**src/rtl/signal_validation_filter_pkg.sv**
```systemverilog
// Shared types and helpers for the signal validation filter.
// Holds the channel state encoding and a saturating counter increment.
package signal_validation_pkg;

   typedef enum logic [1:0] {
      ST_OFF      = 2'd0,
      ST_QUAL_ON  = 2'd1,
      ST_ON       = 2'd2,
      ST_QUAL_OFF = 2'd3
   } state_e;

   localparam int unsigned MAX_CNT_BITS = 32;

   // Width-parameterised through w; the caller truncates to its own width.
   function automatic logic [MAX_CNT_BITS-1:0] sat_inc(
      input logic [MAX_CNT_BITS-1:0] v,
      input int unsigned             w
   );
      logic [MAX_CNT_BITS-1:0] top;
      top = (w >= MAX_CNT_BITS) ? '1 : ((MAX_CNT_BITS'(1) << w) - 1'b1);
      return (v >= top) ? top : v + 1'b1;
   endfunction

   function automatic logic st_is_done(input state_e s);
      return (s == ST_ON) || (s == ST_QUAL_OFF);
   endfunction

   function automatic logic st_is_busy(input state_e s);
      return (s == ST_QUAL_ON) || (s == ST_QUAL_OFF);
   endfunction

endpackage

```
**src/rtl/signal_validation_filter_if.sv**
```systemverilog
// Control/status bundle of the signal validation filter.
// The master side drives enables, raw inputs and windows; the slave side reports status.
interface signal_validation_filter_if #(
   parameter int CHANNELS = 4,
   parameter int CNT_BITS = 8
);
   logic                iCE;
   logic [CHANNELS-1:0] ivEnable;
   logic [CHANNELS-1:0] ivIn;
   logic [CNT_BITS-1:0] ivOnCnt;
   logic [CNT_BITS-1:0] ivOffCnt;
   logic [CHANNELS-1:0] ovDone;
   logic [CHANNELS-1:0] ovRise;
   logic [CHANNELS-1:0] ovFall;
   logic [CHANNELS-1:0] ovBusy;

   modport master (
      output iCE, ivEnable, ivIn, ivOnCnt, ivOffCnt,
      input  ovDone, ovRise, ovFall, ovBusy
   );

   modport slave (
      input  iCE, ivEnable, ivIn, ivOnCnt, ivOffCnt,
      output ovDone, ovRise, ovFall, ovBusy
   );
endinterface

```
**src/rtl/signal_validation_filter_channel.sv**
```systemverilog
// One hysteretic validation channel: FSM, saturating tick counter and edge pulses.
// Status outputs are direct decodes of registered state.
module signal_validation_channel
   import signal_validation_pkg::*;
#(
   parameter int   CNT_BITS = 8,
   parameter logic IN_POL   = 1'b1,
   parameter logic OUT_POL  = 1'b1
) (
   input  logic                clk,
   input  logic                rst,
   input  logic                ce,
   input  logic                enable,
   input  logic                in_raw,
   input  logic [CNT_BITS-1:0] on_cnt,
   input  logic [CNT_BITS-1:0] off_cnt,
   output logic                done,
   output logic                rise,
   output logic                fall,
   output logic                busy
);

   state_e              state_q, state_d;
   logic [CNT_BITS-1:0] cnt_q, cnt_d;
   logic                rise_q, rise_d;
   logic                fall_q, fall_d;
   logic                asserted;
   logic [CNT_BITS-1:0] cnt_inc;

   assign asserted = (in_raw == IN_POL);
   assign cnt_inc  = CNT_BITS'(sat_inc(MAX_CNT_BITS'(cnt_q), CNT_BITS));

   always_comb begin
      state_d = state_q;
      cnt_d   = cnt_q;
      if (!enable) begin
         state_d = ST_OFF;
         cnt_d   = '0;
      end else begin
         unique case (state_q)
            ST_OFF: begin
               if (asserted) begin
                  state_d = ST_QUAL_ON;
                  cnt_d   = '0;
               end
            end
            ST_QUAL_ON: begin
               if (!asserted) begin
                  state_d = ST_OFF;
                  cnt_d   = '0;
               end else if (cnt_q >= on_cnt) begin
                  state_d = ST_ON;
                  cnt_d   = '0;
               end else if (ce) begin
                  cnt_d = cnt_inc;
               end
            end
            ST_ON: begin
               if (!asserted) begin
                  state_d = ST_QUAL_OFF;
                  cnt_d   = '0;
               end
            end
            ST_QUAL_OFF: begin
               if (asserted) begin
                  state_d = ST_ON;
                  cnt_d   = '0;
               end else if (cnt_q >= off_cnt) begin
                  state_d = ST_OFF;
                  cnt_d   = '0;
               end else if (ce) begin
                  cnt_d = cnt_inc;
               end
            end
            default: begin
               state_d = ST_OFF;
               cnt_d   = '0;
            end
         endcase
      end
      // Pulses line up with the first cycle the new level is visible.
      rise_d = !st_is_done(state_q) && st_is_done(state_d);
      fall_d = st_is_done(state_q) && !st_is_done(state_d);
   end

   always_ff @(posedge clk) begin
      if (rst) begin
         state_q <= ST_OFF;
         cnt_q   <= '0;
         rise_q  <= 1'b0;
         fall_q  <= 1'b0;
      end else begin
         state_q <= state_d;
         cnt_q   <= cnt_d;
         rise_q  <= rise_d;
         fall_q  <= fall_d;
      end
   end

   assign done = st_is_done(state_q) ? OUT_POL : ~OUT_POL;
   assign busy = st_is_busy(state_q);
   assign rise = rise_q;
   assign fall = fall_q;

endmodule

```
**src/rtl/signal_validation_filter.sv**
```systemverilog
// Multi-channel validation filter: fans shared controls out to independent channels.
// Each channel qualifies assertion and deassertion over its own tick window.
module signal_validation_filter
   import signal_validation_pkg::*;
#(
   parameter int   CHANNELS = 4,
   parameter int   CNT_BITS = 8,
   parameter logic IN_POL   = 1'b1,
   parameter logic OUT_POL  = 1'b1
) (
   input  logic                         iClk,
   input  logic                         iRst,
   signal_validation_filter_if.slave    bus
);

   logic [CHANNELS-1:0] done_v;
   logic [CHANNELS-1:0] rise_v;
   logic [CHANNELS-1:0] fall_v;
   logic [CHANNELS-1:0] busy_v;

   for (genvar i = 0; i < CHANNELS; i++) begin : g_ch
      signal_validation_channel #(
         .CNT_BITS (CNT_BITS),
         .IN_POL   (IN_POL),
         .OUT_POL  (OUT_POL)
      ) u_ch (
         .clk     (iClk),
         .rst     (iRst),
         .ce      (bus.iCE),
         .enable  (bus.ivEnable[i]),
         .in_raw  (bus.ivIn[i]),
         .on_cnt  (bus.ivOnCnt),
         .off_cnt (bus.ivOffCnt),
         .done    (done_v[i]),
         .rise    (rise_v[i]),
         .fall    (fall_v[i]),
         .busy    (busy_v[i])
      );
   end

   assign bus.ovDone = done_v;
   assign bus.ovRise = rise_v;
   assign bus.ovFall = fall_v;
   assign bus.ovBusy = busy_v;

endmodule

```
**src/flat_wrapper.sv**
```systemverilog
// flat-port wrapper written by rule: the top's interface ports become plain ports
module signal_validation_filter_flat import signal_validation_pkg::*;
#(
   parameter int   CHANNELS = 4,
   parameter int   CNT_BITS = 8,
   parameter logic IN_POL   = 1'b1,
   parameter logic OUT_POL  = 1'b1
)
  (iClk, iRst, bus_iCE, bus_ivEnable, bus_ivIn, bus_ivOnCnt, bus_ivOffCnt, bus_ovDone, bus_ovRise, bus_ovFall, bus_ovBusy);
  signal_validation_filter_if #(.CHANNELS(CHANNELS), .CNT_BITS(CNT_BITS)) bus_i ();
  input  logic iClk;
  input  logic iRst;
  input wire logic [$bits(bus_i.iCE)-1:0] bus_iCE;
  input wire logic [$bits(bus_i.ivEnable)-1:0] bus_ivEnable;
  input wire logic [$bits(bus_i.ivIn)-1:0] bus_ivIn;
  input wire logic [$bits(bus_i.ivOnCnt)-1:0] bus_ivOnCnt;
  input wire logic [$bits(bus_i.ivOffCnt)-1:0] bus_ivOffCnt;
  output wire logic [$bits(bus_i.ovDone)-1:0] bus_ovDone;
  output wire logic [$bits(bus_i.ovRise)-1:0] bus_ovRise;
  output wire logic [$bits(bus_i.ovFall)-1:0] bus_ovFall;
  output wire logic [$bits(bus_i.ovBusy)-1:0] bus_ovBusy;
  assign bus_i.iCE = bus_iCE;
  assign bus_i.ivEnable = bus_ivEnable;
  assign bus_i.ivIn = bus_ivIn;
  assign bus_i.ivOnCnt = bus_ivOnCnt;
  assign bus_i.ivOffCnt = bus_ivOffCnt;
  assign bus_ovDone = bus_i.ovDone;
  assign bus_ovRise = bus_i.ovRise;
  assign bus_ovFall = bus_i.ovFall;
  assign bus_ovBusy = bus_i.ovBusy;
  signal_validation_filter #(.CHANNELS(CHANNELS), .CNT_BITS(CNT_BITS), .IN_POL(IN_POL), .OUT_POL(OUT_POL)) u_core (.iClk(iClk), .iRst(iRst), .bus(bus_i));
endmodule
```
**config.mk**
```make
export PLATFORM = sky130hd
export DESIGN_NAME = signal_validation_filter_flat
export DESIGN_NICKNAME = d
export VERILOG_FILES = /design/src/rtl/signal_validation_filter_pkg.sv /design/src/rtl/signal_validation_filter_if.sv /design/src/rtl/signal_validation_filter_channel.sv /design/src/rtl/signal_validation_filter.sv /design/src/flat_wrapper.sv
export SDC_FILE = /design/constraint.sdc
export NUM_CORES = 1
export LEC_CHECK = 0
export CORE_MARGIN = 5
export CORE_UTILIZATION = 50
export DETAILED_ROUTE_END_ITERATION = 10
export PLACE_DENSITY = 0.72
export SLEW_MARGIN = 0
export SYNTH_ARGS = -nofsm -noshare
export SYNTH_HDL_FRONTEND = slang
export SYNTH_SLANG_ARGS = --single-unit
```
**constraint.sdc**
```tcl
create_clock -name iClk -period 4.1 [get_ports iClk]
set_clock_uncertainty 0.05 [all_clocks]
set_input_delay 0.615 -clock iClk [delete_from_list [all_inputs] [get_ports iClk]]
set_output_delay 0.615 -clock iClk [all_outputs]
set_load 0.05 [all_outputs]
```
==> reports/results.ini, run 1 <==
[run_status]
status=complete, no violations

[yosys]
synth_fp_nets=607
synthArstFlopShare=0
dominantRegCellSynth=sky130_fd_sc_hd__dfxtp_1
syn_area_um2=4130
avg_synthesized_cell_area_um2=8.07
synth_seq_area_share=0.232
postSynthRegisterBits=48
synth_cells=512
synth_enable_flop_cells=0
synthDistinctLibCells=54
syn_warnings=0

[sta]
finalCriticalPeriod_ns=2.96
tightestPinTransition_ns=0.871
grt_setup_unrepaired=no
hold_viol=0
timing.max_slew.rel_slack=0.415
setup_violations=0
final_critical_path_setup_slack_ns=1.14
holdWs_ns=0.495
layout_worst_path_cycle_share=0.721
fin_setup_tns_ns=0
slew_violations=0
max_freq_mhz=338

[critical_path]
timing.setup.critical_path_class=in2reg
cp_data_required_time_ns=4.28
critical_path.max_fanout=15
cp.arrival_ns=3.13
crit_slowest_cell=sky130_fd_sc_hd__or4_1
start_kind=input port
peak_per_stage_delay_on_the_critical_path_ns=0.51
cp_cell_sequence=clkdlybuf4s50_1 -> inv_1 -> ha_1 -> or4_1 -> a21oi_1 -> o31ai_1 -> a21boi_2 -> o21ai_0 -> a31oi_1
endpoint_kind=flop

[pwr]
power.ir.vdd_worst_v=0.000137
power.share.sequential=0.513
power.static_leakage_nw=1.94
clock_power_share=0.328
internal_power_contribution_mw=0.669
power_per_cell_area_nw_per_um2=202
switching_power_of_the_nets_mw=0.253
power.share.combinational=0.160
netSwitchingFraction=0.275

[place]
place_inst=621
dpl_cell_area_um2=4470
post-place-ws_ns=0.827
globalplace.congestion=0.912
buffer_ports.inserted=42
hpwlAfterDp_um=7810

[grt]
grt_pass1_wl_um=17200
gr-total-overflow=0
grt_usage=0.207
first_global_vias=3650
grt_antenna_before_repair=0
grt_start_max_net_pins=23

[floorplan]
std_cell_rows=33
floorplan.core_area_um2=8130
design.portCount=43
die-area_um2=10200
die_w_um=101
die_height_um=101
floorplan.initialDensity=0.508

[drt]
route.met2.wl_um=4750
m1WireLength_um=4760
first_iter_violations=134
routedWlPerCell_um=16.3
detail_route.drc_violations=0
detail_route.vias_per_cell=6.09
number_of_vias_after_detailed_routing=3828
wl_met3_um=566
highest-signal-layer=met4
drt_wl_total_um=10200
detailedRoute.firstPassIterationCount=4
detail-route-antenna-nets=0

[layout]
layout.cells.most_common_list=68 x sky130_fd_sc_hd__ha_1, 48 x sky130_fd_sc_hd__dfxtp_1, 42 x sky130_fd_sc_hd__clkdlybuf4s50_1, 41 x sky130_fd_sc_hd__a21oi_1, 37 x sky130_fd_sc_hd__nand2_1
final_layout_size_suffix_gt1_frac=0.0439
antenna_cells_inserted=0
register_area_um2=961
final_net_count=618
final_cell_count_no_fill=629
final.fill_count=744
syn2layout_area_growth_pct=10.4
final_common_cell=sky130_fd_sc_hd__ha_1
finish.instance_area_um2=4560
multi_input_area_um2=2850

[clock_network]
cts_inserted_buffers=5
cts_tree=yes
hold_buffers=0
path_clk_slew_ns=0.09
cts-root-buf=sky130_fd_sc_hd__clkbuf_8
postCtsSetupBuffers=0
cts_repair_resize_count=0
clk-insertion-delay-late_ns=0.30
worst_case_clock_buffer_depth=2
tritoncts_num_sinks=48
cts_max_level=2

[flow_run]
maxCapViolations=0

[hold_path]
min-delay-path-class=reg2reg

## area by class of cell
class | instances | share of cell area
timing repair buffer | 43 | 0.0938
multi-input combinational | 398 | 0.625
inverter | 27 | 0.0222
clock buffer | 8 | 0.0197
sequential | 48 | 0.211
tap | 105 | 0.0288
## worst paths after layout
kind | slack [ns] | startpoint | cells past startpoint | to
setup reg to reg | 1.61 | u_core.g_ch[2].u_ch.cnt_q[2]$_SDFFE_PP0P_ | 7 | u_core.g_ch[2].u_ch.cnt_q[0]$_SDFFE_PP0P_
hold / removal | 0.50 | u_core.g_ch[1].u_ch.cnt_q[0]$_SDFFE_PP0P_ | 2 | u_core.g_ch[1].u_ch.cnt_q[0]$_SDFFE_PP0P_
setup / recovery | 1.14 | bus_ivOffCnt[3] | 9 | u_core.g_ch[0].u_ch.cnt_q[2]$_SDFFE_PP0P_
hold reg to reg | 0.50 | u_core.g_ch[1].u_ch.cnt_q[0]$_SDFFE_PP0P_ | 2 | u_core.g_ch[1].u_ch.cnt_q[0]$_SDFFE_PP0P_
## Yosys cell counts (2+ instances only)
library cell	count	area, um^2
sky130_fd_sc_hd__dfxtp_1	48	961
sky130_fd_sc_hd__clkbuf_1	20	75.1
sky130_fd_sc_hd__a21oi_2	2	17.5
sky130_fd_sc_hd__o2111ai_1	4	35.0
sky130_fd_sc_hd__buf_4	16	120
sky130_fd_sc_hd__a31oi_1	17	106
sky130_fd_sc_hd__a211oi_1	7	52.6
sky130_fd_sc_hd__nand3b_1	5	37.5
sky130_fd_sc_hd__o21a_1	8	60.1
sky130_fd_sc_hd__mux2_2	5	56.3
sky130_fd_sc_hd__o31ai_1	7	52.6
sky130_fd_sc_hd__a41oi_1	2	17.5
sky130_fd_sc_hd__nor2b_1	3	18.8
sky130_fd_sc_hd__a221oi_1	2	17.5
sky130_fd_sc_hd__nand3_1	26	130
sky130_fd_sc_hd__nand2_1	37	139
sky130_fd_sc_hd__nor3b_1	2	15.0
sky130_fd_sc_hd__nand2b_1	18	113
sky130_fd_sc_hd__and3b_1	3	26.3
sky130_fd_sc_hd__nand4_1	19	119
sky130_fd_sc_hd__or3_1	5	31.3
sky130_fd_sc_hd__ha_1	68	851
sky130_fd_sc_hd__a21oi_1	41	205
sky130_fd_sc_hd__buf_6	2	22.5
sky130_fd_sc_hd__o21ai_0	25	125
sky130_fd_sc_hd__or4_1	5	37.5
sky130_fd_sc_hd__a22oi_1	5	37.5
sky130_fd_sc_hd__and3_1	5	31.3
sky130_fd_sc_hd__a21o_1	12	90.1
sky130_fd_sc_hd__o211ai_1	4	30.0
sky130_fd_sc_hd__o41ai_1	2	17.5
sky130_fd_sc_hd__o311ai_1	2	17.5
sky130_fd_sc_hd__nor3_1	15	75.1
sky130_fd_sc_hd__and4_1	2	17.5
sky130_fd_sc_hd__nor2_1	22	82.6
sky130_fd_sc_hd__inv_1	27	101
sky130_fd_sc_hd__a21boi_2	2	22.5
## logic make-up (layout without fill, tap and decap cells)
family,after synthesis,in the layout,share of synthesized area
simple gates,172,172,0.221
compound gates,150,150,0.242
fa+ha+maj,68,68,0.206
buf+inv,66,78,0.0781
flops,48,48,0.232
mux,6,6,0.0160
xor+xnor,2,2,0.00424
## state kept, by name (all words and copies together), names as in the netlist
name,cells
u_core.g_ch.u_ch.rise,4
u_core.g_ch.u_ch.cnt_q,32
u_core.g_ch.u_ch.state_q,8
u_core.g_ch.u_ch.fall,4
## power groups by stage
| stage | Combinational, mW | Clock, mW | Sequential (mW) |
|---|---|---|---|
| 2_1_floorplan | 0.0959 | 0 | 0.480 |
| 5_1_grt | 0.164 | 0.330 | 0.473 |
| 6_report | 0.147 | 0.302 | 0.473 |
| 3_5_place_dp | 0.147 | 0 | 0.483 |
| 4_1_cts | 0.148 | 0.314 | 0.473 |
| 3_3_place_gp | 0.144 | 0 | 0.483 |
## stage by stage
step	utilization	power, mW
finish	0.561	0.922
global route	0.561	0.968
CTS	0.561	0.934
detailed placement	0.550	0.630
global placement	0.550	0.627
floorplan	-	0.576
## layer usage
metal / global-route usage / vias to the layer above
li1: - / 1935
met3: 0.0367 / 10
met1: 0.271 / 1796
met2: 0.343 / 87
met5: 0 / -
met4: 0.0665 / 0
## critical path, delay by kind of cell
| family | cells | cell delay (ns) |
|---|---|---|
| AND/OR/NAND/NOR | 1 | 0.51 |
| buffers and inverters | 2 | 0.56 |
| AO/OA/AOI/OAI | 5 | 1.18 |
| adder cells (fa/ha/maj) | 1 | 0.25 |
Note: power is estimated with default switching activity, not from simulation.
==> run 2: changes to the inputs <==
clock period = 2.75 ns   (was 4.1 ns; I/O delays follow)
==> reports/results.ini, run 2 (synthesis gave the netlist of run 1 again) <==
[grt]
gr-total-overflow=0
grt_antenna_before_repair=0
grt_start_max_net_pins=21
use_met1=0.269
grt_pass1_wl_um=17400
met2_usage=0.362
first_global_vias=3804
grt_util_met3=0.0311
grt_most_used_layer=met2
grt_usage=0.210

[layout]
post-route-util=0.585
reg_top3=u_core.g_ch.u_ch.cnt_q (32), u_core.g_ch.u_ch.state_q (8)
final_net_count=642
final_common_cell=sky130_fd_sc_hd__ha_1
top_register=u_core.g_ch.u_ch.cnt_q
layout.cells.most_common_list=68 x sky130_fd_sc_hd__ha_1, 48 x sky130_fd_sc_hd__dfxtp_1, 42 x sky130_fd_sc_hd__clkdlybuf4s50_1, 41 x sky130_fd_sc_hd__a21oi_1, 37 x sky130_fd_sc_hd__nand2_1
final_layout_size_suffix_gt1_frac=0.0844
antenna_cells_inserted=0
register_area_um2=961
syn2layout_area_growth_pct=15.1
multi_input_area_um2=2860
final_cell_count_no_fill=650
largest_register_ffs=32
final.fill_count=709

[sta]
layout_worst_path_cycle_share=0.932
setup_violations=0
slew_violations=0
hold_viol=0
grt_setup_unrepaired=no
max_freq_mhz=390
final_critical_path_setup_slack_ns=0.187
timing.max_slew.rel_slack=0.574
tightestPinTransition_ns=0.633
finalCriticalPeriod_ns=2.56
holdWs_ns=0.481

[critical_path]
cp.arrival_ns=2.74
cp_data_required_time_ns=2.92
rrSetupSlack_ns=0.33
endpoint_kind=flop
peak_per_stage_delay_on_the_critical_path_ns=0.50
timing.setup.critical_path_class=in2reg
cp_cell_sequence=clkdlybuf4s50_1 -> inv_1 -> ha_1 -> or4_1 -> a21oi_1 -> o31ai_1 -> a21boi_2 -> buf_12 -> nand3_1 -> a31oi_1
start_kind=input port
crit_slowest_cell=sky130_fd_sc_hd__or4_1
critical_path.max_fanout=15
worst_path_dominant_cell_family=compound AO/OA/AOI/OAI gates
critPathBufInv=3

[place]
hpwlAfterDp_um=8010
buffer_ports.inserted=42
place_inst=645
post-place-ws_ns=-0.151
globalplace.congestion=0.820

[clock_network]
path_clk_slew_ns=0.09
cts_tree=yes
clk-insertion-delay-late_ns=0.30
cts_max_level=2
postCtsSetupBuffers=0
worst_case_clock_buffer_depth=2
cts_inserted_buffers=5
hold_buffers=0
cts-root-buf=sky130_fd_sc_hd__clkbuf_8
tritoncts_num_sinks=48

[drt]
detail_route.vias_per_cell=6.04
number_of_vias_after_detailed_routing=3928
routedWlPerCell_um=16.2
first_iter_violations=143
detailedRoute.firstPassIterationCount=4
detail-route-antenna-nets=0
drt_wl_total_um=10500
detail_route.drc_violations=0

[floorplan]
die_height_um=101
die_w_um=101
design.portCount=43
floorplan.core_area_um2=8130
die-area_um2=10200
floorplan.initialDensity=0.508
std_cell_rows=33

[hold_path]
min-delay-path-class=reg2reg

[pwr]
internal_power_contribution_mw=0.976
netSwitchingFraction=0.277
power.static_leakage_nw=2.06
clock_power_share=0.295
power.share.combinational=0.183
power.share.sequential=0.522
power_per_cell_area_nw_per_um2=284
switching_power_of_the_nets_mw=0.373
power.ir.vdd_worst_v=0.000187
power_mw=1.35

[flow_run]
maxCapViolations=0

[run_status]
status=complete, no violations

[run 2: path summary, 6_finish.rpt]
| path | startpoint | end | depth (start not counted) |
|---|---|---|---|
| worst max-delay path | bus_ivOffCnt[3] | u_core.g_ch[0].u_ch.cnt_q[2]$_SDFFE_PP0P_ | 10 |
| worst min-delay path | u_core.g_ch[1].u_ch.cnt_q[0]$_SDFFE_PP0P_ | u_core.g_ch[1].u_ch.cnt_q[0]$_SDFFE_PP0P_ | 2 |
| worst max register to register | u_core.g_ch[1].u_ch.cnt_q[0]$_SDFFE_PP0P_ | u_core.g_ch[1].u_ch.cnt_q[1]$_SDFFE_PP0P_ | 8 |
| worst min register to register | u_core.g_ch[1].u_ch.cnt_q[0]$_SDFFE_PP0P_ | u_core.g_ch[1].u_ch.cnt_q[0]$_SDFFE_PP0P_ | 2 |
[run 2: layout make-up]
cell class,instances,area share
Clock buffer,5,0.0145
Tap cell,105,0.0276
Timing Repair Buffer,67,0.133
Sequential cell,48,0.202
Inverter,27,0.0213
Multi-Input combinational cell,398,0.602
[run 2: metal layers]
layer | vias to the layer above | part of all wire
met1 | 1849 | 0.47
met4 | 0 | 0.016
li1 | 1983 | -
met5 | - | 0
met3 | 14 | 0.047
met2 | 82 | 0.47
[run 2: power by group through the flow]
stage	Sequential, mW	Combinational [mW]	Clock [mW]
after global placement	0.721	0.238	0
final	0.705	0.247	0.397
after CTS	0.705	0.246	0.409
after global routing	0.706	0.273	0.437
after floorplan	0.716	0.143	0
after detailed placement	0.721	0.244	0
[run 2: stage by stage]
stage / cell area [um^2] / TNS (ns)
finish: 4760 / 0
global route: 4760 / 0
CTS: 4750 / 0
detailed placement: 4680 / -1.74
global placement: 4680 / -0.335
floorplan: 4130 / 0
[run 2: timing repair]
item                       CTS  global route
resized for setup            0             1
setup endpoints to repair    0             1
hold endpoints to repair     0             0
[run 2: worst reg2reg max path, stage by stage, from the launching register on]
cell and delay, ns:
sky130_fd_sc_hd__dfxtp_1 0.42, sky130_fd_sc_hd__inv_1 0.10, sky130_fd_sc_hd__ha_1 0.27, sky130_fd_sc_hd__nand2b_1 0.14, sky130_fd_sc_hd__a2111oi_0 0.43, sky130_fd_sc_hd__o31ai_1 0.24, sky130_fd_sc_hd__o22ai_4 0.31, sky130_fd_sc_hd__o211ai_1 0.14
sky130_fd_sc_hd__a211oi_1 0.24
==> run 3: changes to the inputs <==
--- a/config.mk
+++ b/config.mk
@@ -8,5 +8,4 @@
 export CORE_MARGIN = 5
-export CORE_UTILIZATION = 50
+export CORE_UTILIZATION = 24
 export DETAILED_ROUTE_END_ITERATION = 10
-export PLACE_DENSITY = 0.72
 export SLEW_MARGIN = 0
--- a/constraint.sdc
+++ b/constraint.sdc
@@ -4,2 +4,2 @@
 set_output_delay 0.4125 -clock iClk [all_outputs]
-set_load 0.05 [all_outputs]
+set_load 0.1 [all_outputs]
==> reports/results.ini, run 3 (synthesis gave the netlist of run 1 again) <==
[floorplan]
die_height_um=141
design.portCount=43
floorplan.initialDensity=0.242
die-area_um2=20000
floorplan.core_area_um2=17100
die_w_um=141
std_cell_rows=48

[clock_network]
path_clk_slew_ns=0.07
clk-insertion-delay-late_ns=0.30
cts_tree=yes
tritoncts_num_sinks=48
worst_case_clock_buffer_depth=2
cts_inserted_buffers=5
postCtsSetupBuffers=0
cts_max_level=2
cts-root-buf=sky130_fd_sc_hd__clkbuf_16

[critical_path]
start_kind=input port
timing.setup.critical_path_class=in2reg
cp_data_required_time_ns=2.92
critPathBufInv=3
critical_path_startpoint=bus_ivOffCnt[7]
rr_worst_depth=8
worst_path_dominant_cell_family=compound AO/OA/AOI/OAI gates
peak_per_stage_delay_on_the_critical_path_ns=0.45
worstReg2RegStart=u_core.g_ch[3].u_ch.cnt_q[5]$_SDFFE_PP0P_
critical_path.max_fanout=9
critical_path_depth=10
endpoint_kind=flop
cp.arrival_ns=2.72
crit_slowest_cell=sky130_fd_sc_hd__clkdlybuf4s50_1
cp_cell_sequence=clkdlybuf4s50_1 -> inv_1 -> ha_1 -> and2_1 -> a221oi_1 -> o2111ai_1 -> a31oi_2 -> buf_4 -> o21ai_0 -> a31oi_1

[drt]
drt_wl_total_um=11000
detail_route.vias_per_cell=4.89
routedWlPerCell_um=14.0
detailedRoute.firstPassIterationCount=4
detail_route.drc_violations=0
first_iter_violations=250
detail-route-antenna-nets=0
number_of_vias_after_detailed_routing=3834

[pwr]
power.ir.vdd_worst_v=0.000202
power_per_cell_area_nw_per_um2=322
power.static_leakage_nw=2.18
power_mw=1.62

[run_status]
status=complete, no violations

[layout]
final_common_cell=sky130_fd_sc_hd__ha_1
syn2layout_area_growth_pct=21.4
final_cell_count_no_fill=784
layout.cells.most_common_list=68 x sky130_fd_sc_hd__ha_1, 50 x sky130_fd_sc_hd__buf_4, 48 x sky130_fd_sc_hd__dfxtp_1, 41 x sky130_fd_sc_hd__a21oi_1, 37 x sky130_fd_sc_hd__nand2_1
multi_input_area_um2=2850
finish.instance_area_um2=5020
reg_top3=u_core.g_ch.u_ch.cnt_q (32), u_core.g_ch.u_ch.state_q (8)
largest_register_ffs=32
final_net_count=653
final_layout_size_suffix_gt1_frac=0.132
top_register=u_core.g_ch.u_ch.cnt_q
antenna_cells_inserted=0
final.fill_count=1829
register_area_um2=961

[sta]
timing.max_slew.rel_slack=0.596
slew_violations=0
hold_viol=0
max_freq_mhz=392
setup_violations=0
final_critical_path_setup_slack_ns=0.200
tightestPinTransition_ns=0.604
layout_worst_path_cycle_share=0.927
finalCriticalPeriod_ns=2.55
grt_setup_unrepaired=no

[grt]
grt_usage=0.112
gr-total-overflow=0
grt_pass1_wl_um=18100
grt_antenna_before_repair=0
grt_start_max_net_pins=27
first_global_vias=3642

[place]
hpwlAfterDp_um=8520
place_inst=776
dpl_cell_area_um2=4870
post-place-ws_ns=-0.110
buffer_ports.inserted=42
globalplace.congestion=0.860

[hold_path]
min-delay-path-class=reg2reg
cells_on_worst_hold_path=2
min-delay-start=u_core.g_ch[0].u_ch.cnt_q[1]$_SDFFE_PP0P_

[flow_run]
maxCapViolations=0

run 3: worst reg2reg max path, cell delays in order (launching register included):
cell,delay [ns]
sky130_fd_sc_hd__dfxtp_1,0.51
sky130_fd_sc_hd__ha_1,0.31
sky130_fd_sc_hd__a21o_1,0.18
sky130_fd_sc_hd__a221oi_1,0.31
sky130_fd_sc_hd__o2111ai_1,0.22
sky130_fd_sc_hd__a31oi_2,0.25
sky130_fd_sc_hd__buf_4,0.18
sky130_fd_sc_hd__o21ai_0,0.09
sky130_fd_sc_hd__a31oi_1,0.15
run 3: what timing repair did:
item / 4_1_cts / 5_1_grt
gates resized for setup: 0 / 1
setup endpoints to repair: 0 / 2
hold buffers: 0 / 0
run 3: path summary, 6_finish.rpt:
| path | to | slack, ns |
|---|---|---|
| max reg2reg | u_core.g_ch[3].u_ch.cnt_q[2]$_SDFFE_PP0P_ | 0.41 |
| min reg2reg | u_core.g_ch[0].u_ch.cnt_q[1]$_SDFFE_PP0P_ | 0.50 |
| max | u_core.g_ch[3].u_ch.cnt_q[2]$_SDFFE_PP0P_ | 0.20 |
| min | u_core.g_ch[0].u_ch.cnt_q[1]$_SDFFE_PP0P_ | 0.50 |
run 3: report_power, final:
group	internal, mW	switching, mW
combinational	0.119	0.146
sequential	0.698	0.00728
clock	0.364	0.281
run 3: cell type report:
class                           instances  area share
Sequential cell                        48       0.192
Multi-Input combinational cell        398       0.568
Tap cell                              225      0.0561
Timing Repair Buffer                   78       0.135
Inverter                               27      0.0202
Clock buffer                            8      0.0292
run 3: layer usage:
metal | share of wire | vias to the layer above | track usage
met2 | 0.48 | 53 | 0.195
met3 | 0.040 | 9 | 0.0254
li1 | - | 1987 | -
met5 | 0 | - | 0
met1 | 0.47 | 1785 | 0.141
met4 | 0.011 | 0 | 0.0270
run 3: per-stage QoR:
step / utilization / setup TNS [ns] / hold slack [ns]
finish: 0.293 / 0 / 0.505
global route: 0.293 / 0 / 0.522
CTS: 0.293 / 0 / 0.504
detailed placement: 0.285 / -1.51 / 0.489
global placement: 0.285 / -1.32 / 0.490
floorplan: - / 0 / 0.434
